**config.mk**
```make
export PLATFORM = sky130hd
export DESIGN_NAME = icache_lite_flat
export DESIGN_NICKNAME = d
export VERILOG_FILES = /design/src/rtl/icache_lite_if.sv /design/src/rtl/icache_lite.sv /design/src/flat_wrapper.sv
export SDC_FILE = /design/constraint.sdc
export NUM_CORES = 2
export LEC_CHECK = 0
export CAP_MARGIN = 20
export CORE_ASPECT_RATIO = 1.25
export CORE_MARGIN = 5
export CORE_UTILIZATION = 61
export CTS_CLUSTER_SIZE = 20
export DETAILED_ROUTE_END_ITERATION = 12
export DONT_BUFFER_PORTS = 1
export PLACE_DENSITY_LB_ADDON = 0.3
export SYNTH_ARGS = -nofsm -noshare
export SYNTH_HDL_FRONTEND = slang
export SYNTH_SLANG_ARGS = --single-unit
```
**constraint.sdc**
```tcl
create_clock -name clk -period 9.6 [get_ports clk]
set_input_delay 1.44 -clock clk [delete_from_list [all_inputs] [get_ports clk]]
set_output_delay 1.44 -clock clk [all_outputs]
set_load 0.01 [all_outputs]
```
**src/rtl/icache_lite_if.sv**
```systemverilog
// Fetch-side and refill-side signals of icache_lite, grouped for the port list.
// The cache uses the slave modport; the fetch unit/memory side uses master.
interface icache_lite_if #(
    parameter int unsigned XLEN = 32
);
    logic            adr_v_i;
    logic [XLEN-1:0] adr_i;
    logic [31:0]     instr_o;
    logic            stall_o;
    logic            flush_i;
    logic            mem_req_o;
    logic [XLEN-1:0] mem_adr_o;
    logic            mem_rdata_v_i;
    logic [31:0]     mem_rdata_i;

    modport master (
        output adr_v_i, adr_i, flush_i, mem_rdata_v_i, mem_rdata_i,
        input  instr_o, stall_o, mem_req_o, mem_adr_o
    );

    modport slave (
        input  adr_v_i, adr_i, flush_i, mem_rdata_v_i, mem_rdata_i,
        output instr_o, stall_o, mem_req_o, mem_adr_o
    );
endinterface

```
**src/rtl/icache_lite.sv**
```systemverilog
// Direct-mapped read-only instruction cache: combinational hits, stall on miss while
// a fixed-length line is refilled beat by beat from instruction memory.
module icache_lite #(
    parameter int unsigned XLEN           = 32,
    parameter int unsigned NB_LINES       = 16,
    parameter int unsigned WORDS_PER_LINE = 4
) (
    input  logic            clk,
    input  logic            reset_n,
    icache_lite_if.slave    bus
);
    localparam int unsigned WordBits = $clog2(WORDS_PER_LINE);
    localparam int unsigned IdxBits  = $clog2(NB_LINES);
    localparam int unsigned OffBits  = 2 + WordBits;
    localparam int unsigned TagBits  = XLEN - OffBits - IdxBits;

    typedef enum logic [0:0] {StIdle, StRefill} state_e;

    state_e state_q, state_d;

    logic [NB_LINES-1:0] valid_q;
    logic [TagBits-1:0]  tag_q  [NB_LINES];
    logic [31:0]         data_q [NB_LINES][WORDS_PER_LINE];

    logic [TagBits-1:0]  line_tag_q;
    logic [IdxBits-1:0]  line_idx_q;
    logic [WordBits-1:0] cnt_q;
    logic                flush_pend_q;

    logic [WordBits-1:0] adr_word;
    logic [IdxBits-1:0]  adr_idx;
    logic [TagBits-1:0]  adr_tag;
    logic                unused_adr_bits;

    logic hit;
    logic start_refill;
    logic beat_we;
    logic refill_done;

    assign adr_word        = bus.adr_i[2 +: WordBits];
    assign adr_idx         = bus.adr_i[OffBits +: IdxBits];
    assign adr_tag         = bus.adr_i[XLEN-1 -: TagBits];
    assign unused_adr_bits = ^bus.adr_i[1:0];

    always_comb begin
        hit          = bus.adr_v_i && valid_q[adr_idx] && (tag_q[adr_idx] == adr_tag)
                       && (state_q == StIdle);
        start_refill = 1'b0;
        beat_we      = 1'b0;
        refill_done  = 1'b0;
        state_d      = state_q;
        unique case (state_q)
            StIdle: begin
                if (bus.adr_v_i && !hit) begin
                    start_refill = 1'b1;
                    state_d      = StRefill;
                end
            end
            StRefill: begin
                if (bus.mem_rdata_v_i) begin
                    beat_we = 1'b1;
                    if (cnt_q == WordBits'(WORDS_PER_LINE - 1)) begin
                        refill_done = 1'b1;
                        state_d     = StIdle;
                    end
                end
            end
            default: state_d = StIdle;
        endcase
    end

    assign bus.instr_o   = hit ? data_q[adr_idx][adr_word] : 32'h0;
    assign bus.stall_o   = bus.adr_v_i && !hit;
    assign bus.mem_req_o = (state_q == StRefill);
    assign bus.mem_adr_o = bus.mem_req_o ? {line_tag_q, line_idx_q, {OffBits{1'b0}}} : '0;

    always_ff @(posedge clk) begin
        if (!reset_n) begin
            state_q      <= StIdle;
            cnt_q        <= '0;
            flush_pend_q <= 1'b0;
            valid_q      <= '0;
        end else begin
            state_q <= state_d;
            if (start_refill) begin
                cnt_q <= '0;
            end else if (beat_we) begin
                cnt_q <= cnt_q + 1'b1;
            end
            if (start_refill) begin
                flush_pend_q <= 1'b0;
            end else if (bus.flush_i && state_q == StRefill) begin
                flush_pend_q <= 1'b1;
            end
            if (bus.flush_i) begin
                valid_q <= '0;
            end
            // The victim is invalidated up front so a half-written line never hits.
            if (start_refill) begin
                valid_q[adr_idx] <= 1'b0;
            end
            if (refill_done) begin
                valid_q[line_idx_q] <= !flush_pend_q && !bus.flush_i;
            end
        end
    end

    // Line address, tags and data carry no reset; valid bits alone gate their use.
    always_ff @(posedge clk) begin
        if (start_refill) begin
            line_tag_q <= adr_tag;
            line_idx_q <= adr_idx;
        end
        if (beat_we) begin
            data_q[line_idx_q][cnt_q] <= bus.mem_rdata_i;
        end
        if (refill_done) begin
            tag_q[line_idx_q] <= line_tag_q;
        end
    end
endmodule

```
**src/flat_wrapper.sv**
```systemverilog
// flat-port wrapper written by rule: the top's interface ports become plain ports
module icache_lite_flat 
#(
    parameter int unsigned XLEN           = 32,
    parameter int unsigned NB_LINES       = 16,
    parameter int unsigned WORDS_PER_LINE = 4
)
  (clk, reset_n, bus_adr_v_i, bus_adr_i, bus_flush_i, bus_mem_rdata_v_i, bus_mem_rdata_i, bus_instr_o, bus_stall_o, bus_mem_req_o, bus_mem_adr_o);
  icache_lite_if #(.XLEN(XLEN)) bus_i ();
  input  logic clk;
  input  logic reset_n;
  input wire logic [$bits(bus_i.adr_v_i)-1:0] bus_adr_v_i;
  input wire logic [$bits(bus_i.adr_i)-1:0] bus_adr_i;
  input wire logic [$bits(bus_i.flush_i)-1:0] bus_flush_i;
  input wire logic [$bits(bus_i.mem_rdata_v_i)-1:0] bus_mem_rdata_v_i;
  input wire logic [$bits(bus_i.mem_rdata_i)-1:0] bus_mem_rdata_i;
  output wire logic [$bits(bus_i.instr_o)-1:0] bus_instr_o;
  output wire logic [$bits(bus_i.stall_o)-1:0] bus_stall_o;
  output wire logic [$bits(bus_i.mem_req_o)-1:0] bus_mem_req_o;
  output wire logic [$bits(bus_i.mem_adr_o)-1:0] bus_mem_adr_o;
  assign bus_i.adr_v_i = bus_adr_v_i;
  assign bus_i.adr_i = bus_adr_i;
  assign bus_i.flush_i = bus_flush_i;
  assign bus_i.mem_rdata_v_i = bus_mem_rdata_v_i;
  assign bus_i.mem_rdata_i = bus_mem_rdata_i;
  assign bus_instr_o = bus_i.instr_o;
  assign bus_stall_o = bus_i.stall_o;
  assign bus_mem_req_o = bus_i.mem_req_o;
  assign bus_mem_adr_o = bus_i.mem_adr_o;
  icache_lite #(.XLEN(XLEN), .NB_LINES(NB_LINES), .WORDS_PER_LINE(WORDS_PER_LINE)) u_core (.clk(clk), .reset_n(reset_n), .bus(bus_i));
endmodule
```
==> results.md <==
* Area Growth Syn to Fin at 9.94%
* CTS max path bufs at 3
* Synthesis warning total at 0
* WL final at about 240 mm
* Vias in the first global route at 45900
* WS Path Type: primary input to primary output
* Detail Route Antenna Nets at 0
* DRT iter0 DRCs at 6887
* Logic gate share of total power at 0.032
* I/O Buffers at 0
* Worst IR drop on VDD at around 0.21 mV
* Most numerous cell in the Yosys netlist: edfxtp_1
* Final cell count without fillers at 6240
* Synth area leaders: edfxtp_1 (77%), mux4_2 (18%), dfxtp_1 (0.42%), buf_2 (0.39%), nor2_1 (0.39%)
* Die width at 364 um
* Nets@finish at around 4000
* Vias/cell at between 7 and 8
* Synth Flop Type: edfxtp_1
* Hold Buf Count CTS at 0
* Routed len/inst at 38.6 um
* Worst skew pair latency at 0.87 ns
* Critical Path RT at about 8.2 ns
* Setup TNS at 0 ns
* Crit end category: primary output
* WP data arrival at between 6 and 7 ns
* HP Class: flop to flop
* Pwr Density at roughly 200 nW/um2
* Dpl cells at a little under 6000
* Sw Ratio at 0.196
* Post-synthesis compound-gate area fraction at 0.00823
* Antenna violations before repair at 11
* Post-Synth Adder-Cell Area at 0.000524
* Static leakage at roughly 32 nW
* First-pass DRT Iterations at 6
* Row count at 162
* DP HPWL at about 110 mm
* Setup Skew at roughly 0.039 ns
* Clock root cell: clkbuf_16
* Worst-path clk slew at 0.06 ns
* Overall power at ~21 mW
* Max FO, Critical Path at around 620
* # Post-CTS Setup Buffers at 0
* Hold Vio Cnt, Final at 0
* Cell-internal power at ~17 mW
* Gate Count Post-Synth at between 3000 and 4000
* Seq/Total Area, Yosys at 0.778
* Power share of the clock group at 0.400
* H-tree Lvls at 4
* Hold Path Cell Cnt at 2
* Final Cycle Share at 0.841
* Failing checks: slew limit
* CTS tree: done
* Layout cells sized above 1 at 0.296
* Seq pwr share at 0.569
* Synth area leader: edfxtp_1
* Die Area at about 160000 um2
* Filler instances at just over 9000
* FMAX at 124 MHz
* Post-synth EDFFs at roughly 2500
* Yosys top cell area share at 0.774
* CORE AREA at around 160000 um2
* Total track usage at 0.300
* Mapped Area at about 95000 um2
* First-pass GRT wire length at 342 mm
* Sink Count at ~2500
* Distinct cells, synth at 57
* CP Launch Type: primary input
* NetSw at between 4 and 5 mW
* Final Slew Violations at between 400 and 500
* Synth Area in XOR/XNOR at 0.00147
* Synth Register Bits at between 2000 and 2500
* Cells resized by post-CTS repair at 0
* Outcome: complete, but fails checks
* I/O pins at roughly 140
* Final Critical Period at 8.08 ns
* TritonCTS Buffers at about 220
* Largest family of logic cells by synthesized area: multiplexers
* Starting Density at 0.613
* Vias at between 40000 and 50000
* GP Congestion at 0.819
* R2R depth at 3
* Largest net degree at the start of global routing at around 620
* Endpoints failing setup at 0
* Slew margin rel. at -0.808
* Synth cell count leaders: edfxtp_1 (2460), mux4_2 (766), nor2_1 (98), buf_2 (75), clkbuf_1 (74)
* Worst slew pin tran at ~2.7 ns
* Unrepaired setup endpoints after global routing: false
* Multiplexer share of the synthesized area at 0.185
* Die Y at 452 um
* Synth Area in Simple Gates at 0.0144
* Drt drc at 0
* Placed Area at a little under 100000 um2
* Max cap viols at 0
* Overflow after GRT at 0
* Final Cell Area at 105000 um2
* Avg Cell Area, Syn at 24.4 um2
* Synth async-reset ratio at 0
## routing by layer
layer  up-vias  wire, um  GRT usage
li1      17100         -          -
met1     23600     81000      0.397
met2      3323    121000      0.490
met3       620     27400     0.0698
met4         0     11400      0.126
met5         -         0          0
## through the flow
| step | setup WS, ns | hold WS, ns | util |
|---|---|---|---|
| final | 1.52 | 0.566 | 0.674 |
| after global routing | 3.10 | 0.582 | 0.674 |
| after CTS | 3.39 | 0.567 | 0.674 |
| after detailed placement | 3.43 | 0.553 | 0.631 |
| after global placement | 3.44 | 0.545 | 0.631 |
| after floorplan | 4.08 | 0.531 | - |
## layout make-up
type | instances | area (um2) | area share
Tap cell | 2050 | 2560 | 0.0244
Multi-Input combinational cell | 1217 | 20700 | 0.197
Timing Repair Buffer | 79 | 626 | 0.00596
Clock inverter | 123 | 992 | 0.00946
Inverter | 13 | 56.3 | 0.000537
Clock buffer | 271 | 5700 | 0.0543
Antenna cell | 7 | 17.5 | 0.000167
Sequential cell | 2480 | 74300 | 0.708
## power groups by stage
stage	clock network [mW]	registers, mW	logic (mW)
finish	8.40	12.0	0.663
floorplan	0	12.2	0.606
global placement	0	12.2	0.617
detailed placement	0	12.2	0.624
global route	8.98	12.0	0.669
CTS	8.46	12.0	0.640
## critical path: stages
cell and delay (ns):
mux4_2 1.41, a22o_1 0.27, a221oi_2 0.29, xnor2_1 0.17
nor4_1 0.53, and4_1 0.32, nand4b_4 0.10, buf_4 0.35
nor2b_1 0.40
## sequential cells by signal, summed over array words and instances, names as in the netlist
signal	flops
u_core.data_q	2048
u_core.tag_q	384
u_core.valid_q	16
u_core.cnt_q	2
u_core.line_idx_q	4
u_core.flush_pend_q	1
u_core.line_tag_q	24
u_core.bus.mem_req_o	1
## cell usage in the layout (no fill, tap or decap), drive strengths merged, types with 5 or more instances in the layout
cell type	instances
clkinv	91
clkbuf	271
diode	7
nor2b	42
dfxtp	20
a221oi	8
xnor2	8
a211oi	5
clkinvlp	11
xor2	8
o22ai	7
buf	79
edfxtp	2460
o211ai	17
inv	20
nor2	98
mux2	7
bufinv	14
nand2	47
nor3	12
nand2b	5
o21ai	14
nor4	9
a21oi	6
a31oi	20
and2	29
nand3	15
mux2i	36
a22o	10
mux4	766
## cells by family after synthesis
| family | count (synthesis) |
|---|---|
| adders and majority gates | 4 |
| buffers and inverters | 223 |
| and+or+nand+nor | 277 |
| AOI/OAI and AO/OA | 107 |
| xor gates and xnor gates | 16 |
| DFF | 2480 |
| other | 1 |
| muxes | 809 |
## path summary, 6_finish.rpt
| kind | to | slack, ns | start |
|---|---|---|---|
| max | bus_instr_o[3] | 1.52 | bus_adr_i[4] |
| min | u_core.valid_q[5]$_SDFF_PN0_ | 0.57 | u_core.valid_q[5]$_SDFF_PN0_ |
| max reg2reg | u_core.data_q[2][94]$_DFFE_PP_ | 5.57 | u_core.bus.mem_req_o$_SDFF_PN0_ |
| min reg2reg | u_core.valid_q[5]$_SDFF_PN0_ | 0.57 | u_core.valid_q[5]$_SDFF_PN0_ |
Power figures use the tool's default switching activity.
